`config.mk`:
```
export PLATFORM = sky130hd
export DESIGN_NAME = sap_control_sequencer
export DESIGN_NICKNAME = d
export VERILOG_FILES = /design/src/rtl/sap_pkg.sv /design/src/rtl/sap_microcode_rom.sv /design/src/rtl/sap_control_sequencer.sv
export SDC_FILE = /design/constraint.sdc
export NUM_CORES = 1
export LEC_CHECK = 0
export CORE_MARGIN = 2
export CORE_UTILIZATION = 47
export DETAILED_ROUTE_END_ITERATION = 10
export PLACE_DENSITY = 0.86
export SKIP_LAST_GASP = 1
export SLEW_MARGIN = 20
export SYNTH_ARGS = -nofsm -noshare
export SYNTH_HDL_FRONTEND = slang
export SYNTH_SLANG_ARGS = --single-unit
```
`constraint.sdc`:
```
create_clock -name clk -period 4.2 [get_ports clk]
set_input_delay 0.42 -clock clk [delete_from_list [all_inputs] [get_ports clk]]
set_output_delay 0.42 -clock clk [all_outputs]
set_load 0.01 [all_outputs]
```
`src/rtl/sap_pkg.sv`:
```
// Shared constants for the SAP-1 control unit: opcodes, control-word bit
// positions, T-state indices and the microwords driven onto the control bus.
package sap_pkg;

    localparam logic [3:0] OP_LDA = 4'h0;
    localparam logic [3:0] OP_ADD = 4'h1;
    localparam logic [3:0] OP_SUB = 4'h2;
    localparam logic [3:0] OP_OUT = 4'hE;
    localparam logic [3:0] OP_HLT = 4'hF;

    localparam int CON_CP   = 11;
    localparam int CON_EP   = 10;
    localparam int CON_LM_N = 9;
    localparam int CON_CE_N = 8;
    localparam int CON_LI_N = 7;
    localparam int CON_EI_N = 6;
    localparam int CON_LA_N = 5;
    localparam int CON_EA   = 4;
    localparam int CON_SU   = 3;
    localparam int CON_EU   = 2;
    localparam int CON_LB_N = 1;
    localparam int CON_LO_N = 0;

    // All active-low strobes released, nothing driving the bus.
    localparam logic [11:0] MW_IDLE     = 12'h3E3;
    localparam logic [11:0] MW_FETCH_T1 = 12'h5E3;
    localparam logic [11:0] MW_FETCH_T2 = 12'hBE3;
    localparam logic [11:0] MW_FETCH_T3 = 12'h263;
    localparam logic [11:0] MW_MEM_T4   = 12'h1A3;
    localparam logic [11:0] MW_LDA_T5   = 12'h2C3;
    localparam logic [11:0] MW_ALU_T5   = 12'h2E1;
    localparam logic [11:0] MW_ADD_T6   = 12'h3C7;
    localparam logic [11:0] MW_SUB_T6   = 12'h3CF;
    localparam logic [11:0] MW_OUT_T4   = 12'h3F2;

    typedef enum logic [2:0] {
        TS_T1 = 3'd0,
        TS_T2 = 3'd1,
        TS_T3 = 3'd2,
        TS_T4 = 3'd3,
        TS_T5 = 3'd4,
        TS_T6 = 3'd5
    } tstate_e;

    function automatic logic is_onehot(input logic [5:0] v);
        return (v != 6'd0) && ((v & (v - 6'd1)) == 6'd0);
    endfunction

    function automatic logic [2:0] onehot_index(input logic [5:0] v);
        logic [2:0] idx;
        idx = 3'd0;
        for (int i = 0; i < 6; i++) begin
            if (v[i]) idx = 3'(i);
        end
        return idx;
    endfunction

endpackage

```
`src/rtl/sap_microcode_rom.sv`:
```
// Combinational microcode lookup: (T-state index, opcode) -> 12-bit control word.
// Unknown opcodes and HLT behave as NOP after fetch.
module sap_microcode_rom
    import sap_pkg::*;
#(
    parameter logic [3:0] OUT_OP = OP_OUT
) (
    input  tstate_e     state_i,
    input  logic [3:0]  opcode_i,
    output logic [11:0] word_o
);

    always_comb begin
        word_o = MW_IDLE;
        case (state_i)
            TS_T1: word_o = MW_FETCH_T1;
            TS_T2: word_o = MW_FETCH_T2;
            TS_T3: word_o = MW_FETCH_T3;
            TS_T4: begin
                if (opcode_i == OP_LDA || opcode_i == OP_ADD || opcode_i == OP_SUB)
                    word_o = MW_MEM_T4;
                else if (opcode_i == OUT_OP)
                    word_o = MW_OUT_T4;
            end
            TS_T5: begin
                if (opcode_i == OP_LDA)
                    word_o = MW_LDA_T5;
                else if (opcode_i == OP_ADD || opcode_i == OP_SUB)
                    word_o = MW_ALU_T5;
            end
            TS_T6: begin
                if (opcode_i == OP_ADD)
                    word_o = MW_ADD_T6;
                else if (opcode_i == OP_SUB)
                    word_o = MW_SUB_T6;
            end
            default: word_o = MW_IDLE;
        endcase
    end

endmodule

```
`src/rtl/sap_control_sequencer.sv`:
```
// SAP-1 control unit: microcode decode, halt latch, retired-instruction counter
// and ring-counter shadow tracker. Optional macro: SAP_EARLY_RING_CLR_EN.
module sap_control_sequencer
    import sap_pkg::*;
#(
    parameter int         CNT_W  = 8,
    parameter logic [3:0] HLT_OP = 4'hF,
    parameter logic [3:0] OUT_OP = 4'hE
) (
    input  logic             clk,
    input  logic             res,
    input  logic [5:0]       t,
    input  logic [3:0]       opcode,
    output logic [11:0]      con,
    output logic             hlt,
    output logic             ring_clr,
    output logic             fault,
    output logic [CNT_W-1:0] instr_cnt
);

    logic             hlt_q, hlt_d;
    logic             fault_q, fault_d;
    logic [2:0]       exp_idx_q, exp_idx_d;
    logic [CNT_W-1:0] instr_cnt_q, instr_cnt_d;

    logic        t_legal;
    logic [2:0]  t_idx;
    logic [11:0] rom_word;

    assign t_legal = is_onehot(t);
    assign t_idx   = onehot_index(t);

    sap_microcode_rom #(
        .OUT_OP (OUT_OP)
    ) u_rom (
        .state_i  (tstate_e'(t_idx)),
        .opcode_i (opcode),
        .word_o   (rom_word)
    );

    always_ff @(posedge clk or posedge res) begin
        if (res) begin
            hlt_q       <= 1'b0;
            fault_q     <= 1'b0;
            exp_idx_q   <= 3'd0;
            instr_cnt_q <= '0;
        end else begin
            hlt_q       <= hlt_d;
            fault_q     <= fault_d;
            exp_idx_q   <= exp_idx_d;
            instr_cnt_q <= instr_cnt_d;
        end
    end

    // Tracker keeps free-running after a fault; only reset resynchronises it.
    always_comb begin
        hlt_d       = hlt_q;
        fault_d     = fault_q;
        exp_idx_d   = exp_idx_q;
        instr_cnt_d = instr_cnt_q;
        if (!hlt_q) begin
            if (t != (6'd1 << exp_idx_q))
                fault_d = 1'b1;
            if (ring_clr || exp_idx_q == 3'd5)
                exp_idx_d = 3'd0;
            else
                exp_idx_d = exp_idx_q + 3'd1;
            if (ring_clr || exp_idx_q == 3'd5)
                instr_cnt_d = instr_cnt_q + CNT_W'(1);
            if (t[3] && opcode == HLT_OP)
                hlt_d = 1'b1;
        end
    end

    always_comb begin
        con = rom_word;
        if (res || hlt_q || !t_legal)
            con = MW_IDLE;
    end

`ifdef SAP_EARLY_RING_CLR_EN
    // LDA finishes at T5; OUT and NOP-class opcodes have nothing after T4.
    always_comb begin
        ring_clr = 1'b0;
        if (!res && !hlt_q && t_legal) begin
            if (opcode == OP_LDA)
                ring_clr = t[4];
            else if (opcode != OP_ADD && opcode != OP_SUB && opcode != HLT_OP)
                ring_clr = t[3];
        end
    end
`else
    assign ring_clr = 1'b0;
`endif

    assign hlt       = hlt_q;
    assign fault     = fault_q;
    assign instr_cnt = instr_cnt_q;

endmodule

```
# ---- Word-level counts from Yosys, hierarchy flattened
# Index checks and enable logic that the tools add are counted.
dict set report classes {
  n_addsub 3
  mul 0
  n_div 0
  n_lt_le_gt_ge 0
  n_eq_ne 11
  n_shift 1
  muxes 16
  bitwise 2
  reduce_logical 14
}
# operator n
set ops {}
lappend ops {{$pmux 12 s6} 1}
lappend ops {{$mux 12} 4}
lappend ops {{$mux 3} 5}
lappend ops {{$eq 3x3->1 const B} 3}
lappend ops {{$mux 9} 1}
lappend ops {{$add 8x1->8 const B} 1}
lappend ops {{$eq 4x4->1 const B} 2}
lappend ops {{$and 6x6->6} 1}
lappend ops {{$eq 3x2->1 const B} 2}
lappend ops {{$logic_not 6->1} 1}
lappend ops {{$mux 6} 1}
lappend ops {{$ne 6x6->1} 1}
lappend ops {{$reduce_bool 6->1} 1}
lappend ops {{$shl 1x3->6 const A} 1}
lappend ops {{$sub 6x1->6 const B} 1}
lappend ops {{$logic_or 1x1->1} 5}
lappend ops {{$mux 5} 1}
lappend ops {{$eq 4x1->1 const B} 1}
lappend ops {{$eq 4x2->1 const B} 1}
lappend ops {{$logic_not 4->1} 1}
lappend ops {{$reduce_and 2->1} 2}
lappend ops {{$add 3x1->3 const B} 1}
lappend ops {{$eq 3x1->1 const B} 1}
lappend ops {{$logic_not 3->1} 1}
lappend ops {{other kinds (4)} 7}
dict set report word_totals {
  ff_bits 13
  latch_bits 0
  mem_bits_rw 0
  rom_bits 0
  inputBits 12
  out_inout_bits 23
  elab_cells 51
  memories 0
}

# ---- Depth between registers and ports, before layout
# Gate-level depths: netlist (run 1).
dict set report logic_depth {
  word_depth 8
  ltp_mapped 6
  ltp_nobuf 5
}

# ---- Cells and area by module
# Synthesis (run 1) repeated with hierarchy kept, for this count alone.
dict set report unflattened {
  hier_cells 127
  hier_area_um2 1101.1
}
# mod n_inst cells_each area_each_um2 seq_area_each_um2
set modules_own_cells {}
lappend modules_own_cells {sap_control_sequencer 1 107 949.7 325.3}
lappend modules_own_cells {sap_microcode_rom 1 20 151.4 0.0}

# ---- Worst setup path before layout (run 1)
# Ideal clock, no wire load.
dict set report synth_timing {
  path_type {input to output}
  from {input t[3]}
  to {output con[1]}
  arrival_ns 1.565
  required_ns 3.780
  slack_ns 2.215
  cell_stages 6
  n_path_buf 1
  path_cell_list {buf_6 > maj3_2 > nor2_2 > o21a_4 > nand3_2 > or3b_1}
}
dict set report synth_via {
  elab_chain_len 7
  word_cells_on_any_way 18
  classes_between {add/sub: 1; eq/ne: 5; mux: 5; bitwise: 1; reduce/logical: 6}
}
# item line
set synth_rtl {}
lappend synth_rtl {{start: declaration} sap_control_sequencer.sv:12} ;# input logic [5:0] t,
lappend synth_rtl {{$sub 6x1->6} sap_pkg.sv:46} ;# return (v != 6'd0) && ((v & (v - 6'd1)) == 6'd0);
lappend synth_rtl {{$and 6x6->6} sap_pkg.sv:46}
lappend synth_rtl {{$logic_not 6->1} sap_pkg.sv:46}
lappend synth_rtl {{$logic_and 1x1->1} sap_pkg.sv:46}
lappend synth_rtl {{$logic_not 1->1} sap_control_sequencer.sv:77} ;# if (res || hlt_q || !t_legal)
lappend synth_rtl {{$logic_or 1x1->1} sap_control_sequencer.sv:77}
lappend synth_rtl {{$mux 12 (*)} sap_control_sequencer.sv:77}
lappend synth_rtl {{end: declaration} sap_control_sequencer.sv:14} ;# output logic [11:0] con,
# Mark *: on every way between the ends. The rest lies on a longest branch, timed or not.

# ---- Final worst setup path (run 1)
# Ends and elaborated chain as after synthesis.

==> flow_metrics.tcl, run 1 <==
set metrics [dict create \
    outcome "finished clean" \
    grt_pass1_vias 873 \
    total_power_mw 0.473 \
    antenna_found_initial 0 \
    grt_pass1_wl_um 3830 \
    max_freq_mhz 333 \
    antenna_cells 0 \
    ctsHoldBuffers 0 \
    num_vias 888 \
    cap_viol_max_count 0 \
    async_flop_share_pct 100 \
    ir_worst_vdd_mv 0.287 \
    skew_ns 0.00109 \
    cts_resized 0 \
    r2r-end "instr_cnt[7]" \
    area_growth_pct 36.9 \
    finalMaxSlewViolations 0 \
    dr.pass1.iters 4 \
    ioPinCount 35 \
    syn-num-nets 120 \
    cp.arrival_ns 2.58 \
    path_clk_slew_ns 0.08 \
    syn_avg_cell_area_sq_um 9.08 \
    cp.required_ns 3.78 \
    cp_max_fo 8 \
    hold_viol_final 0 \
    finalSetupViolCount 0 \
    ys_seq_elements 13 \
    path_cells "clkdlybuf4s50_1 -> maj3_2 -> nor2_2 -> o21a_4 -> nand3_2 -> or3b_1 -> clkdlybuf4s50_1" \
    cts_tree "yes" \
    root_buffer "clkbuf_4" \
    die_area_sq_um 2430 \
    die_w_um 49.2 \
    final_util_pct 67.8 \
    drive_above_1_share_pct 12.4 \
    ant_nets 0 \
    syn-instance-count 106 \
    die_y_um 49.2 \
    postCtsSetupBuffers 0 \
    drt-initial-drc-count 3 \
    wirelength_um 2260 \
    whs_ns 0.483 \
    ys.warnings.count 0 \
    place_congestion 0.808 \
    hold_path_end "instr_cnt[7]" \
    nets 152 \
    whs_path_depth 1 \
    start_kind "primary input" \
    grt_max_degree 14 \
    end_kind "output pin" \
    hpwlAfterDp_um 1750 \
    synth_enable_flop_cells 0 \
    overflow 0 \
    worst_path_max_delay_cell "clkdlybuf4s50_1" \
    htreeDepth 1 \
    via_per_inst 5.41 \
    num_rows 16 \
    reg2reg_from "exp_idx_q[1]" \
    slowest_delay_ns 0.57 \
    min_period_ns 3.00 \
    tns_ns 0 \
    wl_per_cell_um 13.8 \
    synthFlopType "dfrtp_1" \
    grt.total_usage_pct 20.3 \
    initial_core_util_pct 49.5 \
    clock-sinks 13 \
    numCtsBuffers 3 \
    crit_path_frequent_cell "clkdlybuf4s50_1" \
    powerDensity_nw_per_um2 359 \
    seqCellArea_sq_um 325 \
    insertion_delay_ns 0.27 \
    syn_area_sq_um 962 \
    clock_path_buffers 2 \
    rsz0062_at_grt "false" \
    criticalPathCategory "in2out" \
    min_from "instr_cnt[7]" \
    fill_cells 165 \
    port_buffers 33 \
    r2r_setup_slack_ns 2.53 \
    yosysSeqAreaShare_pct 33.8 \
    placeableCoreArea_sq_um 1940 \
    worstRegToRegCells 5 \
    multi_input_area_sq_um 583 \
    drc 0 \
    fin_crit_sh_pct 71.5 \
    synth.distinct_cells 46 \
    leakagePower_nw 0.519 \
    hold_class "reg2reg" \
]
[through the flow]
step	setup WS [ns]	instances	cell area [sq um]
after detailed placement	1.19	160	1290
after global placement	1.24	160	1290
after CTS	1.19	164	1320
after global routing	1.07	164	1320
after floorplan	2.22	106	962
final	1.20	164	1320
[worst max-delay path by stage]
| stage | from | end | slack, ns | cells past startpoint |
|---|---|---|---|---|
| floorplan | t[3] | con[1] | 2.22 | 6 |
| CTS | t[2] | con[1] | 1.19 | 7 |
| global placement | t[3] | con[0] | 1.24 | 7 |
| global route | t[3] | con[1] | 1.07 | 7 |
| finish | t[3] | con[1] | 1.20 | 7 |
| detailed placement | t[2] | con[1] | 1.19 | 7 |
[routing by layer]
| layer | share of wire, % | GRT usage, % | vias up |
|---|---|---|---|
| met5 | 0 | 0 | - |
| met4 | 0 | 2.86 | 0 |
| li1 | - | - | 434 |
| met2 | 53 | 35.8 | 27 |
| met1 | 43 | 25.5 | 427 |
| met3 | 3.8 | 4.91 | 0 |
[cells by family after synthesis]
family	count (synthesis)	synth area share, %
other cells	1	0.390
fa+ha+maj	4	4.81
flops	13	33.8
simple gates	49	31.2
compound gates	13	9.75
xor+xnor	12	10.9
buf+inv	11	5.59
mux	3	3.51
[worst max-delay path: cells and delay by family]
kind	cells	cell delay, ns
AOI/OAI and AO/OA	1	0.17
and+or+nand+nor	3	0.55
adders and majority gates	1	0.38
buffers and inverters	2	1.05
[cell usage after synthesis (3+ instances only)]
master    count  area share (%)
a21oi_1       3             1.6
clkbuf_1      3             1.2
nand3_1       4             2.1
dfrtp_1      13              34
nor3_1        5             2.6
nand2_1       4             1.6
nand4_1       3             2.0
xor2_1        4             3.6
xnor2_1       8             7.3
nor2_1       11             4.3
inv_1         5             2.0
mux2_2        3             3.5
[layout by cell type, fill, tap and decap left out, types with 2 or more instances in the layout]
master,Yosys,final
xor2_1,4,4
nor3_1,5,5
nor2_2,2,2
nand3_1,4,4
dfrtp_1,13,13
clkbuf_4,0,3
inv_1,5,5
or3_1,2,2
or3b_1,2,2
mux2_2,3,3
clkdlybuf4s50_1,0,33
nand2b_1,2,2
o22ai_1,2,2
xnor2_1,8,8
nand2_1,4,4
a21oi_1,3,3
nor2_1,11,11
nand4_1,3,3
ha_1,2,2
[power by group]
group          switching (mW)  internal (mW)  leakage [nW]
sequential             0.0507          0.156         0.163
combinational          0.0842          0.105         0.341
clock                  0.0401         0.0368        0.0150
[state kept, by name, summed over array words and instances, names as in the netlist]
register	count
exp_idx_q	3
instr_cnt	8
hlt	1
fault	1
[area by class of cell]
| cell class | count | share of cell area (%) |
|---|---|---|
| Sequential cell | 13 | 24.7 |
| Tap cell | 27 | 2.56 |
| Multi-Input combinational cell | 82 | 44.3 |
| Clock buffer | 4 | 1.99 |
| Timing Repair Buffer | 33 | 25.1 |
| Inverter | 5 | 1.42 |
Note: power is estimated with default switching activity, not from simulation.
==> run 2: changes to the inputs <==
Settings changed: CORE_UTILIZATION 47 to 39, PLACE_DENSITY 0.86 to 0.76.
Clock period 4.2 ns to 2.7 ns, I/O delays scaled along.
==> run 2 against run 1 <==
  * Via count is 0.90% lower
  * Hold slack got worse by 0.13 ns
  * Global-route usage shrank 3.5 points
  * First-iteration DRC count grew to 4.7 times the previous value
  * Power increased by 54%
  * Sequential power grew 55%
  * Core utilization is 8.6 points lower
  * Critical path depth did not move
  * Clock skew increased by 0.0039 ns
  * Wire length is 5.3% lower
  * Count of clock-buffer cells in the layout unchanged
  * Largest power group unchanged
==> flow_metrics.tcl, run 2 (same netlist as run 1, synthesis figures left out) <==
set metrics [dict create \
    ioPinCount 35 \
    sw_frac_of_total_pct 36.0 \
    start_kind "primary input" \
    clock-sinks 13 \
    hpwlAfterDp_um 1700 \
    htreeDepth 1 \
    dr.pass1.iters 4 \
    placeableCoreArea_sq_um 2280 \
    slowest_delay_ns 0.52 \
    nets 156 \
    max_freq_mhz 384 \
    root_buffer "clkbuf_4" \
    end_kind "output pin" \
    leakagePower_nw 0.539 \
    num_vias 880 \
    hold_class "in2async" \
    tns_ns 0 \
    die_w_um 53.7 \
    seqCellArea_sq_um 325 \
    ant_nets 0 \
    path_cells "clkdlybuf4s50_1 -> maj3_2 -> nor2_2 -> o21a_4 -> nand3_2 -> or3b_1 -> clkdlybuf4s50_1" \
    grt_pass1_vias 788 \
    antenna_found_initial 0 \
    numCtsBuffers 3 \
    path_clk_slew_ns 0.07 \
    dpl_cell_area_sq_um 1320 \
    fin_area_sq_um 1350 \
    antenna_cells 0 \
    multi_input_area_sq_um 583 \
    layout_common_cells "33 x clkdlybuf4s50_1, 13 x dfrtp_1, 11 x nor2_1, 8 x xnor2_1" \
    finalSetupViolCount 0 \
    overflow 0 \
    initial_core_util_pct 42.3 \
    criticalPathCategory "in2out" \
    drc 0 \
    die_area_sq_um 2880 \
    port_buffers 33 \
    cp_max_fo 6 \
    cp.arrival_ns 2.33 \
    powerDensity_nw_per_um2 541 \
    path_buf_inv 2 \
    power.internal_mw 0.467 \
    via_per_inst 5.21 \
    cp.required_ns 2.43 \
    r2r-end "instr_cnt[7]" \
    finalMaxSlewViolations 0 \
    seq_power_share_pct 44.0 \
    final_common_cell "clkdlybuf4s50_1" \
    crit_path_frequent_cell "clkdlybuf4s50_1" \
    fin_crit_sh_pct 96.3 \
    worstRegToRegCells 5 \
    hold_viol_final 0 \
    grt_pass1_wl_um 3560 \
    cts_tree "yes" \
    p_clk_share_pct 15.8 \
    cts_resized 0 \
    ir_worst_vdd_mv 0.520 \
    num_rows 17 \
    wirelength_um 2140 \
    critPathTopFamily "buffers and inverters" \
    fill_cells 212 \
    grt_max_degree 14 \
    insertion_delay_ns 0.27 \
    die_y_um 53.7 \
    min_period_ns 2.60 \
    wl_per_cell_um 12.7 \
    rsz0062_at_grt "false" \
    clock_path_buffers 2 \
    area_growth_pct 40.2 \
    drive_above_1_share_pct 14.9 \
    drt-initial-drc-count 14 \
    outcome "finished clean" \
    largest_reg_flops 8 \
    cap_viol_max_count 0 \
    p_switching_mw 0.262 \
    grt.total_usage_pct 16.9 \
    worst_path_max_delay_cell "clkdlybuf4s50_1" \
    r2r_setup_slack_ns 1.03 \
    skew_ns 0.00495 \
    place_congestion 0.786 \
    p_comb_share_pct 40.2 \
    reg2reg_from "exp_idx_q[1]" \
]
## run 2: cell types whose count changed in the layout (fill, tap and decap cells not counted)
cell,before,now
buf_4,0,4
## run 2: timing repair
| item | 4_1_cts | 5_1_grt |
|---|---|---|
| endpoints found under the setup margin | 0 | 2 |
| setup buffers | 0 | 0 |
| hold buffers | 0 | 0 |
## run 2: area by class of cell
cell class | instances | share of cell area [%]
inverter | 5 | 1.39
sequential | 13 | 24.1
timing repair buffer | 37 | 26.7
multi-input combinational | 82 | 43.2
clock buffer | 4 | 1.95
tap | 28 | 2.60
## run 2: metal layers
metal | GRT usage [%] | vias up | part of all wire (%)
met1 | 21.8 | 414 | 46
met5 | 0 | - | 0
met2 | 28.3 | 18 | 51
li1 | - | 448 | -
met3 | 4.17 | 0 | 3.5
met4 | 3.85 | 0 | 0
## run 2: how the worst max path moves through the flow
stage               startpoint      to  slack [ns]  cells after the start
floorplan                 t[3]  con[1]        1.02                      6
global placement          t[1]  con[1]        0.14                      7
detailed placement        t[1]  con[0]        0.10                      7
CTS                       t[1]  con[0]        0.09                      7
global route              t[2]  con[1]        0.02                      7
finish                    t[1]  con[1]         0.1                      7
## run 2: through the flow
stage,utilization [%],worst slack [ns],cells,total power [mW],hold WS [ns]
floorplan,-,1.02,106,0.500,0.147
global placement,58.1,0.135,165,0.601,0.461
detailed placement,58.1,0.100,165,0.614,0.494
CTS,59.3,0.0944,169,0.737,0.362
global route,59.3,0.0180,169,0.793,0.387
finish,59.3,0.0987,169,0.729,0.353
## run 2: power groups by stage
stage	clock network [mW]	logic, mW	registers, mW
2_1_floorplan	0	0.198	0.302
3_3_place_gp	0	0.281	0.320
3_5_place_dp	0	0.292	0.322
4_1_cts	0.122	0.295	0.320
5_1_grt	0.128	0.331	0.334
6_report	0.115	0.293	0.321
